==> src/rtl/pwm_pkg.sv <==
// Shared definitions for the PWM timer controller: register map, counter width
// and count-direction encoding.
package pwm_pkg;

    localparam int CNT_W = 16;

    localparam logic [5:0] ADDR_PERIOD_L      = 6'h00;
    localparam logic [5:0] ADDR_PERIOD_H      = 6'h01;
    localparam logic [5:0] ADDR_COUNTER_EN    = 6'h02;
    localparam logic [5:0] ADDR_COMPARE1_L    = 6'h03;
    localparam logic [5:0] ADDR_COMPARE1_H    = 6'h04;
    localparam logic [5:0] ADDR_COMPARE2_L    = 6'h05;
    localparam logic [5:0] ADDR_COMPARE2_H    = 6'h06;
    localparam logic [5:0] ADDR_COUNTER_RESET = 6'h07;
    localparam logic [5:0] ADDR_COUNT_L       = 6'h08;
    localparam logic [5:0] ADDR_COUNT_H       = 6'h09;
    localparam logic [5:0] ADDR_DIR           = 6'h0A;
    localparam logic [5:0] ADDR_PRESCALE      = 6'h0B;
    localparam logic [5:0] ADDR_PWM_EN        = 6'h0C;
    localparam logic [5:0] ADDR_FUNCTIONS     = 6'h0D;

    typedef enum logic {
        DIR_UP   = 1'b0,
        DIR_DOWN = 1'b1
    } dir_e;

    // Replace one byte of a 16-bit register image.
    function automatic logic [CNT_W-1:0] put_byte(input logic [CNT_W-1:0] word,
                                                  input logic             hi,
                                                  input logic [7:0]       b);
        logic [CNT_W-1:0] r;
        r = word;
        if (hi) r[15:8] = b;
        else    r[7:0]  = b;
        return r;
    endfunction

endpackage

==> src/rtl/pwm_counter.sv <==
// Prescaler plus up/down period counter; wrap is a registered one-cycle pulse,
// wrap_evt flags the wrapping step combinationally so commits share its edge.
module pwm_counter
    import pwm_pkg::*;
(
    input  logic             clk,
    input  logic             rst_n,
    input  logic             en,
    input  dir_e             dir,
    input  logic [7:0]       prescale,
    input  logic [CNT_W-1:0] period,
    input  logic             sw_reset,
    output logic [CNT_W-1:0] count,
    output logic             wrap,
    output logic             wrap_evt
);

    logic [7:0]       pc;
    logic             tick;
    logic             step_wrap;
    logic [CNT_W-1:0] count_next;

    // A count beyond the period (after a DIR flip) wraps on the next tick.
    always_comb begin
        tick       = en && (pc == prescale);
        step_wrap  = 1'b0;
        count_next = count;
        if (dir == DIR_UP) begin
            if (count >= period) begin
                count_next = '0;
                step_wrap  = 1'b1;
            end else begin
                count_next = count + CNT_W'(1);
            end
        end else begin
            if ((count == '0) || (count > period)) begin
                count_next = period;
                step_wrap  = 1'b1;
            end else begin
                count_next = count - CNT_W'(1);
            end
        end
        wrap_evt = tick && step_wrap && !sw_reset;
    end

    always_ff @(posedge clk or negedge rst_n) begin
        if (!rst_n) begin
            pc    <= '0;
            count <= '0;
            wrap  <= 1'b0;
        end else if (sw_reset) begin
            pc    <= '0;
            count <= (dir == DIR_DOWN) ? period : '0;
            wrap  <= 1'b1;
        end else begin
            wrap <= tick && step_wrap;
            if (en) begin
                if (tick) begin
                    pc    <= '0;
                    count <= count_next;
                end else begin
                    pc <= pc + 8'd1;
                end
            end
        end
    end

endmodule

==> src/rtl/pwm_timer_ctrl.sv <==
// Register-mapped PWM timer controller: byte register file, double-buffered
// period/compare values committed at period boundaries, and the read mux.
module pwm_timer_ctrl
    import pwm_pkg::*;
(
    input  logic             clk,
    input  logic             rst_n,
    input  logic             wr_en,
    input  logic             rd_en,
    input  logic [5:0]       addr,
    input  logic [7:0]       wdata,
    output logic [7:0]       rdata,
    output logic             pwm_en,
    output logic [7:0]       functions,
    output logic [CNT_W-1:0] period,
    output logic [CNT_W-1:0] compare1,
    output logic [CNT_W-1:0] compare2,
    output logic [CNT_W-1:0] count_val,
    output logic             wrap
);

    logic [CNT_W-1:0] period_stage;
    logic [CNT_W-1:0] cmp1_stage;
    logic [CNT_W-1:0] cmp2_stage;
    logic             counter_en;
    dir_e             dir;
    logic [7:0]       prescale;
    logic [7:0]       cnt_hi_snap;
    logic [7:0]       rd_mux;
    logic             counter_rst;
    logic             wrap_evt;
    logic             commit;
    logic [CNT_W-1:0] cnt_period;

    assign counter_rst = wr_en && (addr == ADDR_COUNTER_RESET);
    assign commit      = wrap_evt || counter_rst || !counter_en;
    // A software reset in down mode must load the period being committed now.
    assign cnt_period  = counter_rst ? period_stage : period;

    pwm_counter u_counter (
        .clk      (clk),
        .rst_n    (rst_n),
        .en       (counter_en),
        .dir      (dir),
        .prescale (prescale),
        .period   (cnt_period),
        .sw_reset (counter_rst),
        .count    (count_val),
        .wrap     (wrap),
        .wrap_evt (wrap_evt)
    );

    always_ff @(posedge clk or negedge rst_n) begin
        if (!rst_n) begin
            period_stage <= '0;
            cmp1_stage   <= '0;
            cmp2_stage   <= '0;
        end else if (wr_en) begin
            case (addr)
                ADDR_PERIOD_L:   period_stage <= put_byte(period_stage, 1'b0, wdata);
                ADDR_PERIOD_H:   period_stage <= put_byte(period_stage, 1'b1, wdata);
                ADDR_COMPARE1_L: cmp1_stage   <= put_byte(cmp1_stage, 1'b0, wdata);
                ADDR_COMPARE1_H: cmp1_stage   <= put_byte(cmp1_stage, 1'b1, wdata);
                ADDR_COMPARE2_L: cmp2_stage   <= put_byte(cmp2_stage, 1'b0, wdata);
                ADDR_COMPARE2_H: cmp2_stage   <= put_byte(cmp2_stage, 1'b1, wdata);
                default: ;
            endcase
        end
    end

    // Active copies see the pre-edge staging, so a same-cycle write waits.
    always_ff @(posedge clk or negedge rst_n) begin
        if (!rst_n) begin
            period   <= '0;
            compare1 <= '0;
            compare2 <= '0;
        end else if (commit) begin
            period   <= period_stage;
            compare1 <= cmp1_stage;
            compare2 <= cmp2_stage;
        end
    end

    always_ff @(posedge clk or negedge rst_n) begin
        if (!rst_n) begin
            counter_en <= 1'b0;
            dir        <= DIR_UP;
            prescale   <= '0;
            pwm_en     <= 1'b0;
            functions  <= '0;
        end else if (wr_en) begin
            case (addr)
                ADDR_COUNTER_EN: counter_en <= wdata[0];
                ADDR_DIR:        dir        <= dir_e'(wdata[0]);
                ADDR_PRESCALE:   prescale   <= wdata;
                ADDR_PWM_EN:     pwm_en     <= wdata[0];
                ADDR_FUNCTIONS:  functions  <= wdata;
                default: ;
            endcase
        end
    end

    always_comb begin
        rd_mux = 8'h00;
        case (addr)
            ADDR_PERIOD_L:   rd_mux = period_stage[7:0];
            ADDR_PERIOD_H:   rd_mux = period_stage[15:8];
            ADDR_COUNTER_EN: rd_mux = {7'b0, counter_en};
            ADDR_COMPARE1_L: rd_mux = cmp1_stage[7:0];
            ADDR_COMPARE1_H: rd_mux = cmp1_stage[15:8];
            ADDR_COMPARE2_L: rd_mux = cmp2_stage[7:0];
            ADDR_COMPARE2_H: rd_mux = cmp2_stage[15:8];
            ADDR_COUNT_L:    rd_mux = count_val[7:0];
            ADDR_COUNT_H:    rd_mux = cnt_hi_snap;
            ADDR_DIR:        rd_mux = {7'b0, dir == DIR_DOWN};
            ADDR_PRESCALE:   rd_mux = prescale;
            ADDR_PWM_EN:     rd_mux = {7'b0, pwm_en};
            ADDR_FUNCTIONS:  rd_mux = functions;
            default:         rd_mux = 8'h00;
        endcase
    end

    // Reading the low count byte freezes the high byte for a coherent 16-bit read.
    always_ff @(posedge clk or negedge rst_n) begin
        if (!rst_n) begin
            rdata       <= 8'h00;
            cnt_hi_snap <= 8'h00;
        end else if (rd_en) begin
            rdata <= rd_mux;
            if (addr == ADDR_COUNT_L) cnt_hi_snap <= count_val[15:8];
        end
    end

endmodule
==> config.mk <==
export PLATFORM = sky130hd
export DESIGN_NAME = pwm_timer_ctrl
export DESIGN_NICKNAME = d
export VERILOG_FILES = /design/src/rtl/pwm_pkg.sv /design/src/rtl/pwm_counter.sv /design/src/rtl/pwm_timer_ctrl.sv
export SDC_FILE = /design/constraint.sdc
export NUM_CORES = 1
export LEC_CHECK = 0
export CORE_MARGIN = 2
export CORE_UTILIZATION = 35
export CTS_CLUSTER_DIAMETER = 30
export DETAILED_ROUTE_END_ITERATION = 10
export PLACE_DENSITY = 0.59
export SETUP_SLACK_MARGIN = 0.02
export SYNTH_ARGS = -nofsm -noshare
export SYNTH_HDL_FRONTEND = slang
export SYNTH_SLANG_ARGS = --single-unit
==> constraint.sdc <==
create_clock -name clk -period 7.05 [get_ports clk]
set_input_delay 1.41 -clock clk [delete_from_list [all_inputs] [get_ports clk]]
set_output_delay 1.41 -clock clk [all_outputs]
set_load 0.01 [all_outputs]
==> results.md <==
- Run status: finished, final reports clean
- Hpwl dp: 17600 um
- Most frequent cell after synthesis: dfrtp_1
- HP Start: compare2[3]$_DFFE_PN0P_
- Antenna-violating nets left: 0
- Unrepaired setup endpoints after global routing: false
- Die area: 25200 um^2
- CTS Root Cell: clkbuf_16
- Max_cap viols: 0
- Tcrit/Tclk final: 78.4%
- Initial Util: 35.7%
- Core area: 23500 um^2
- Count of warnings emitted by yosys: 0
- CP Capture Type: flop
- Largest net degree at the start of global routing: 89
- Syn_area_per_cell: 11.4 um^2
- # diodes: 0
- Sequential area share after synthesis: 46.6%
- EDFF count, synth: 0
- CP required: 7.36 ns
- Setup crit start: addr[2]
- Avg Vias per Cell: 5.63
- Routability Congestion: 0.874
- Pre-Repair DR Iteration Count: 6
- IO Pins: 100
- R2R Path Start: period_stage[3]$_DFFE_PN0P_
- Min-Delay Path Class: reg2reg
- Hold Buf Count CTS: 0
- CP Max Fanout: 45
- # resized after CTS: 0
- Layout Nets: 865
- Most used cell, CP: nor2b_1
- Synth unique cells: 62
- Setup repair bufs after CTS: 0
- Final Critical Period: 5.53 ns
- Initial antenna violation count: 0
- Crit-path slowest cell: clkdlybuf4s50_1
- Die extent in x: 159 um
- Ordered cell list for the critical path: clkdlybuf4s50_1 > nor2b_1 > and3_1 > nand2_1 > and2_1 > ha_1 > nor2b_1 > o21ai_0 > a311oi_1 > o31ai_1 > a21boi_2 > nor2_2 > o21ai_4 > buf_12 > mux2_2
- Avg WL per Cell: 21.4 um
- Crit path DAT: 5.84 ns
- Leak Pwr: 0.00438 uW
- Synth cell count leaders: 156 x dfrtp_1, 112 x mux2_2, 46 x nand2_1
- Worst-path clk slew: 0.07 ns
- Layout cell share with drive strength beyond 1: 22.4%
- Vias: 6529
- Setup violators final: 0
- Final WS setup: 1.52 ns
- Flop2flop setup slack: 3.61 ns
- Bufs on Longest Clock Path: 2
- Yosys top cell by area: dfrtp_1
- Synthesized flop and latch total: 156
- Grt ovf: 0
- Max incr delay on CP: 0.72 ns
- Worst Tran Pin Value: 1.05 ns
- Htree depth: 4
- Fin. max-slew vios: 0
- Crit path launch type: primary input
- CTS tree: built
- Synth area leaders: dfrtp_1 47%, mux2_2 15%, mux2_4 3.6%, ha_1 2.8%, a22oi_1 2.4%
- Prevailing post-synth register cell: dfrtp_1
- Initial detailed-routing violation count: 552
- Die height: 159 um
- Final Hold Fails: 0
- Vias in the first global route: 6419
- Max Clock Skew: 0.0135 ns
- Number of port buffers: 99
- Gr usage total: 20.5%
- Ys async rst share: 100%
- Clock Sinks: 156
- Power Density: 286 nW/um^2
- Drt drc: 0
- Fmax: 181 MHz
- Global-route wire length before repair: 38900 um
- Place WS: 1.13 ns
- Sum of negative setup slack: 0 ns
- Post-Syn Area: 8370 um^2
- Area fraction of the dominant cell type after synthesis: 46.6%
- Gate Count Post-Synth: 737
- Area grow syn2layout: 22.3%
- Worst-Skew Late Latency: 0.43 ns
- Setup CP Type: in2reg
- Max IR drop VDD: 0.000135 V
- Routed WL: 24900 um
- Rows: 56
- Mapped Nets: 774
- Max-slew headroom: 29.2%
- Cts bufs inserted: 17
[final cells by class]
type | instances | area (um^2)
clock buffer | 19 | 453
clock inverter | 13 | 124
fill | 2237 | 13200
inverter | 12 | 45.0
multi-input combinational | 530 | 4220
sequential | 156 | 3900
tap | 319 | 399
timing repair buffer | 111 | 1090
[kinds of logic (layout without fill, tap and decap cells)]
logic type,Yosys count,in the layout,share of synthesized area [%]
AND/OR/NAND/NOR,187,187,11.3
flip-flops,156,156,46.6
multiplexers,152,152,21.0
AO/OA/AOI/OAI,151,151,13.0
buffers and inverters,51,155,3.02
XOR/XNOR,21,21,2.20
adder cells (fa/ha/maj),19,19,2.84
[critical path: cells and delay by family]
family | cells | cell delay [ns]
adder cells (fa/ha/maj) | 1 | 0.27
AND/OR/NAND/NOR | 6 | 1.49
AO/OA/AOI/OAI | 5 | 1.21
multiplexers | 1 | 0.38
buffers and inverters | 2 | 1.02
[placed cells by master, fill, tap and decap left out, drive strengths merged, types with 10 or more instances in the layout]
| cell type | Yosys | layout |
|---|---|---|
| clkdlybuf4s50 | 0 | 98 |
| o31ai | 12 | 12 |
| o21ai | 32 | 32 |
| a21oi | 19 | 19 |
| nand3 | 22 | 22 |
| dfrtp | 156 | 156 |
| buf | 16 | 13 |
| inv | 12 | 19 |
| xnor2 | 16 | 16 |
| clkbuf | 23 | 19 |
| a221oi | 10 | 10 |
| nor3 | 19 | 19 |
| nor2 | 44 | 44 |
| mux2i | 20 | 20 |
| a22oi | 27 | 27 |
| mux2 | 132 | 132 |
| nand2 | 46 | 46 |
| ha | 19 | 19 |
| and3 | 10 | 10 |
[flip-flops by register name, indices dropped and copies added, names as in the netlist, 16 cells and up]
| register | count |
|---|---|
| cmp1_stage | 16 |
| cmp2_stage | 16 |
| compare1 | 16 |
| compare2 | 16 |
| period | 16 |
| period_stage | 16 |
| u_counter.count | 16 |
[metal layers]
layer | vias to the layer above | share of wire, % | GRT usage [%]
met3 | 44 | 6.5 | 4.38
met4 | 0 | 2.5 | 6.99
li1 | 2961 | - | -
met5 | - | 0 | 0
met2 | 272 | 44 | 30.7
met1 | 3252 | 46 | 29.4
[worst paths after layout]
check                                      endpoint  cells after the start
max in group asynchronous  compare1[13]$_DFFE_PN0P_                      2
min in group asynchronous     period[3]$_DFFE_PN0P_                      1
setup reg to reg           compare2[10]$_DFFE_PN0P_                     12
hold reg to reg             compare2[3]$_DFFE_PN0P_                      1
setup / recovery           compare2[10]$_DFFE_PN0P_                     15
hold / removal              compare2[3]$_DFFE_PN0P_                      1
[stage by stage]
stage / power, uW / hold WS [ns] / cells / instance area [um^2] / util, %
CTS: 2940 / 0.514 / 1160 / 10200 / 43.6
global placement: 2030 / 0.498 / 1128 / 9660 / 41.1
floorplan: 1680 / 0.479 / 737 / 8370 / -
global route: 3080 / 0.530 / 1160 / 10200 / 43.6
detailed placement: 2040 / 0.495 / 1128 / 9660 / 41.1
finish: 2920 / 0.510 / 1160 / 10200 / 43.6
[power breakdown]
group	leakage, uW	switching [uW]	total (uW)	internal [uW]
Sequential	0.00204	230	1270	1040
Clock	0.000278	412	896	484
Combinational	0.00206	338	756	418
Total	0.00438	980	2920	1940
(Power assumes the default switching activity.)
==> variant 1, RTL diff (same settings) <==
Register the output `count_val`, with the module's reset; this adds one clock of latency there. The other outputs are not delayed to match.
--- a/src/rtl/pwm_timer_ctrl.sv
+++ b/src/rtl/pwm_timer_ctrl.sv
@@ -20,2 +20,4 @@
 );
+
+    logic [CNT_W-1:0] count_val_d;
 
@@ -47,3 +49,3 @@
         .sw_reset (counter_rst),
-        .count    (count_val),
+        .count    (count_val_d),
         .wrap     (wrap),
@@ -112,3 +114,3 @@
             ADDR_COMPARE2_H: rd_mux = cmp2_stage[15:8];
-            ADDR_COUNT_L:    rd_mux = count_val[7:0];
+            ADDR_COUNT_L:    rd_mux = count_val_d[7:0];
             ADDR_COUNT_H:    rd_mux = cnt_hi_snap;
@@ -129,3 +131,11 @@
             rdata <= rd_mux;
-            if (addr == ADDR_COUNT_L) cnt_hi_snap <= count_val[15:8];
+            if (addr == ADDR_COUNT_L) cnt_hi_snap <= count_val_d[15:8];
+        end
+    end
+
+    always_ff @(posedge clk or negedge rst_n) begin
+        if (!rst_n) begin
+            count_val <= '0;
+        end else begin
+            count_val <= count_val_d;
         end
Check against the original RTL: not equivalent (Yosys sat finds a counterexample within 4 cycles, from zero or initial values and one cycle with rst_n low).
==> variant 1 against the original RTL <==
- clock power rose by 4.9%
- area after synthesis rose by 3.6%
- critical path type unchanged
- cell area rose by 3.5%
- via count rose by 4.2%
- clock skew rose by 0.0057 ns
- routed wire length rose by 6.0%
- sequential cell count rose by 16
- setup slack got worse by 0.21 ns
- highest routed layer unchanged
- worst hold slack got worse by 0.017 ns
- total power rose by 32%
- combinational power rose by 81%
- critical path depth rose by 1
- register-to-register slack got worse by 0.16 ns
==> variant 1: results (changes against the original RTL) <==
Run status
  – Status: completed (unchanged)

STA
  – Worst clock skew: 0.0192 ns (was 0.0135 ns)
  – Worst hold-check slack: 0.493 ns (was 0.510 ns)
  – Max transition margin: 0.285 (was 0.292)

Layout
  – Multi-input combinational gate total: 563 (was 530)
  – ClkCell Share: 0.0562 (was 0.0564)
  – Multi-input gate share of total cell area: 0.387 (was 0.412)
  – Filler cell count: 2,292 (was 2,237)
  – Seq/total area: 0.406 (was 0.381)
  – Non-clock buffer share of cell area: 0.104 (was 0.107)
  – Inverters, non-clock: 21 (was 12)

Global route
  – Largest net degree at the start of global routing: 107 (was 89)
  – Overall global routing resource usage: 0.206 (was 0.205)
  – Vias in the first global route: 6,689 (was 6,419)

Clock tree
  – Clock insertion delay at the later pin of the skew report: 0.45 ns (was 0.43 ns)

Synth
  – Xor-xnor portion of the synthesized cell area: 0.0162 (was 0.0220)
  – Post-synth cell types: 60 (was 62)
  – Post-synthesis mux area share: 0.161 (was 0.210)
  – Net count after synthesis: 835 (was 774)
  – Share of the synthesized area in compound gates (AO/OA/AOI/OAI): 0.131 (was 0.130)

Setup path
  – Beginning of the critical path: addr[3] (was addr[2])
  – Critical path's slowest cell: sky130_fd_sc_hd__or4b_1 (was sky130_fd_sc_hd__clkdlybuf4s50_1)
  – Worst reg2reg endpoint: compare2[1] (was compare2[10])
  – Reg-to-Reg Start: u_counter.count[6] (was period_stage[3])
  – CP Data Arrival Time: 6.06 ns (was 5.84 ns)
  – Largest stage delay, worst path: 0.68 ns (was 0.72 ns)

Place
  – Weighted congestion reported at the end of routability-driven placement: 0.917 (was 0.874)

Power and ir drop
  – Sequential Power Share: 0.402 (was 0.435)

Routing
  – Post-DR wirelength/cell: 21.5 µm (was 21.4 µm)
-- variant 1: cell types whose count changed after synthesis, moves of 7 or more --
cell | before | now
sky130_fd_sc_hd__nand2_1 | 46 | 82
sky130_fd_sc_hd__mux2_2 | 112 | 83
sky130_fd_sc_hd__mux2_4 | 20 | 0
sky130_fd_sc_hd__mux2_1 | 0 | 19
sky130_fd_sc_hd__o21ai_0 | 30 | 47
sky130_fd_sc_hd__dfrtp_1 | 156 | 172
sky130_fd_sc_hd__inv_1 | 12 | 21
sky130_fd_sc_hd__and3_1 | 10 | 18
sky130_fd_sc_hd__clkbuf_1 | 23 | 31
sky130_fd_sc_hd__a22oi_1 | 27 | 20
sky130_fd_sc_hd__o31ai_1 | 12 | 5
-- variant 1: per-stage QoR --
step | instance area (µm²) | instances
final | 10600 | 1224
after global routing | 10600 | 1224
after CTS | 10600 | 1224
after detailed placement | 9990 | 1192
after global placement | 9990 | 1192
after floorplan | 8670 | 798
==> variant 2, RTL diff (same settings) <==
Without the edit above. Set the package constant `CNT_W` to 18 (it was 16).
--- a/src/rtl/pwm_pkg.sv
+++ b/src/rtl/pwm_pkg.sv
@@ -4,3 +4,3 @@
 
-    localparam int CNT_W = 16;
+    localparam int CNT_W = 18;
 
Ports: changed (resized compare1, compare2, count_val and period); port bits go from 100 to 108. No check against the original RTL was run, so the function may have changed too.
==> variant 2 against the original RTL <==
- first-iteration DRC count rose by 3.8%
- cell area rose by 4.2%
- total power rose by 4.8%
- via count rose by 8.3%
- sequential cell count rose by 2
- routed wire length rose by 11%
- non-clock buffer count rose by 2
- area after synthesis rose by 4.5%
- setup slack got worse by 0.094 ns
- utilization barely moved
- sequential share of layout area fell by 1.1 points
- critical path type unchanged
==> variant 2: results (changes against the original RTL) <==
Run status
  – Status: completed (unchanged)

Global route
  – Overall global routing resource usage: 0.215 (was 0.205)
  – Met3 usage in global routing: 0.0329 (was 0.0438)
  – Wire length of the first global-routing pass: 43,200 µm (was 38,900 µm)
  – Largest net degree at the start of global routing: 83 (was 89)
  – Met1 Use GR: 0.313 (was 0.294)
  – Global routing usage on met2: 0.330 (was 0.307)

Power and ir drop
  – Pint: 1.96 mW (was 1.94 mW)
  – Maximum resistive drop on vdd: 120 µV (was 135 µV)
  – Static Leakage: 4.68 nW (was 4.38 nW)

Synth
  – Post-synthesis mux area share: 0.204 (was 0.210)
  – Xor-xnor portion of the synthesized cell area: 0.0230 (was 0.0220)
  – Seq/Total Area, Yosys: 0.452 (was 0.466)
  – Post-synth cell types: 74 (was 62)
  – Share of the synthesized area in compound gates (AO/OA/AOI/OAI): 0.134 (was 0.130)
  – Most used standard cells in the synthesized netlist: 158 x sky130_fd_sc_hd__dfrtp_1, 108 x sky130_fd_sc_hd__mux2_2, 55 x sky130_fd_sc_hd__nand2_1 (was 156 x sky130_fd_sc_hd__dfrtp_1, 112 x sky130_fd_sc_hd__mux2_2, 46 x sky130_fd_sc_hd__nand2_1)

Layout
  – Post-Layout Cell Count: 1,220 (was 1,160)
  – Filler cell count: 2,308 (was 2,237)

Routing
  – Initial DRC count: 573 (was 552)
  – Post-DR wirelength/cell: 22.6 µm (was 21.4 µm)
  – Via count: 7,071 (was 6,529)
  – Wire length on met1: 12,600 µm (was 11,600 µm)

Setup path
  – CP delay by family, top: buffers and inverters (was simple AND/OR/NAND/NOR gates)
  – Critical-path maximum fanout: 48 (was 45)
  – Reg-to-Reg Start: period_stage[14] (was period_stage[3])
  – Beginning of the critical path: addr[3] (was addr[2])
  – CP Data Arrival Time: 5.94 ns (was 5.84 ns)

Place
  – Placed Instance Area: 10,000 µm² (was 9660 µm²)
  – Worst slack at placement: 1.04 ns (was 1.13 ns)
  – Weighted congestion reported at the end of routability-driven placement: 0.840 (was 0.874)
  – Buffers on Ports: 101 (was 99)

STA
  – Worst clock skew: 0.0172 ns (was 0.0135 ns)
variant 2: cell count changes after synthesis, moves of 6 or more:
cell / before / now
sky130_fd_sc_hd__a22oi_1: 27 / 19
sky130_fd_sc_hd__nand2_1: 46 / 55
sky130_fd_sc_hd__mux2i_1: 20 / 27
sky130_fd_sc_hd__o31ai_1: 12 / 1
sky130_fd_sc_hd__nand4_1: 4 / 12
sky130_fd_sc_hd__inv_1: 12 / 19
sky130_fd_sc_hd__a21oi_1: 18 / 24
variant 2: logic make-up (layout without fill, tap and decap cells):
family                     Yosys count  count (layout)
muxes                              155             155
buffers and inverters               64             164
and+or+nand+nor                    216             216
AOI/OAI and AO/OA                  157             157
adders and majority gates           17              17
xor gates and xnor gates            23              23
other                                1               6
DFF                                158             158
variant 2: worst paths after layout:
| path | endpoint | slack [ns] |
|---|---|---|
| max reg2reg | compare1[13] | 3.35 |
| min in group asynchronous | functions[1] | 0.99 |
| max | compare1[13] | 1.43 |
| min | compare2[10] | 0.51 |
| max in group asynchronous | u_counter.pc[0] | 4.52 |
| min reg2reg | compare2[10] | 0.51 |
variant 2: power by group through the flow:
stage / Clock (mW) / Sequential, mW / Combinational [mW]
2_1_floorplan: 0 / 1.18 / 0.569
3_3_place_gp: 0 / 1.26 / 0.857
3_5_place_dp: 0 / 1.26 / 0.865
4_1_cts: 0.959 / 1.24 / 0.872
5_1_grt: 0.999 / 1.27 / 0.951
6_report: 0.942 / 1.25 / 0.874
variant 2: final cells by class:
cell class	instances	area (µm²)	share of cell area
clock buffers	17	425	0.0399
clock inverters	15	193	0.0181
inverters	19	71.3	0.00669
multi-input cells	574	4520	0.423
flip-flops and latches	158	3950	0.371
well taps	324	405	0.0380
repair buffers	113	1100	0.103
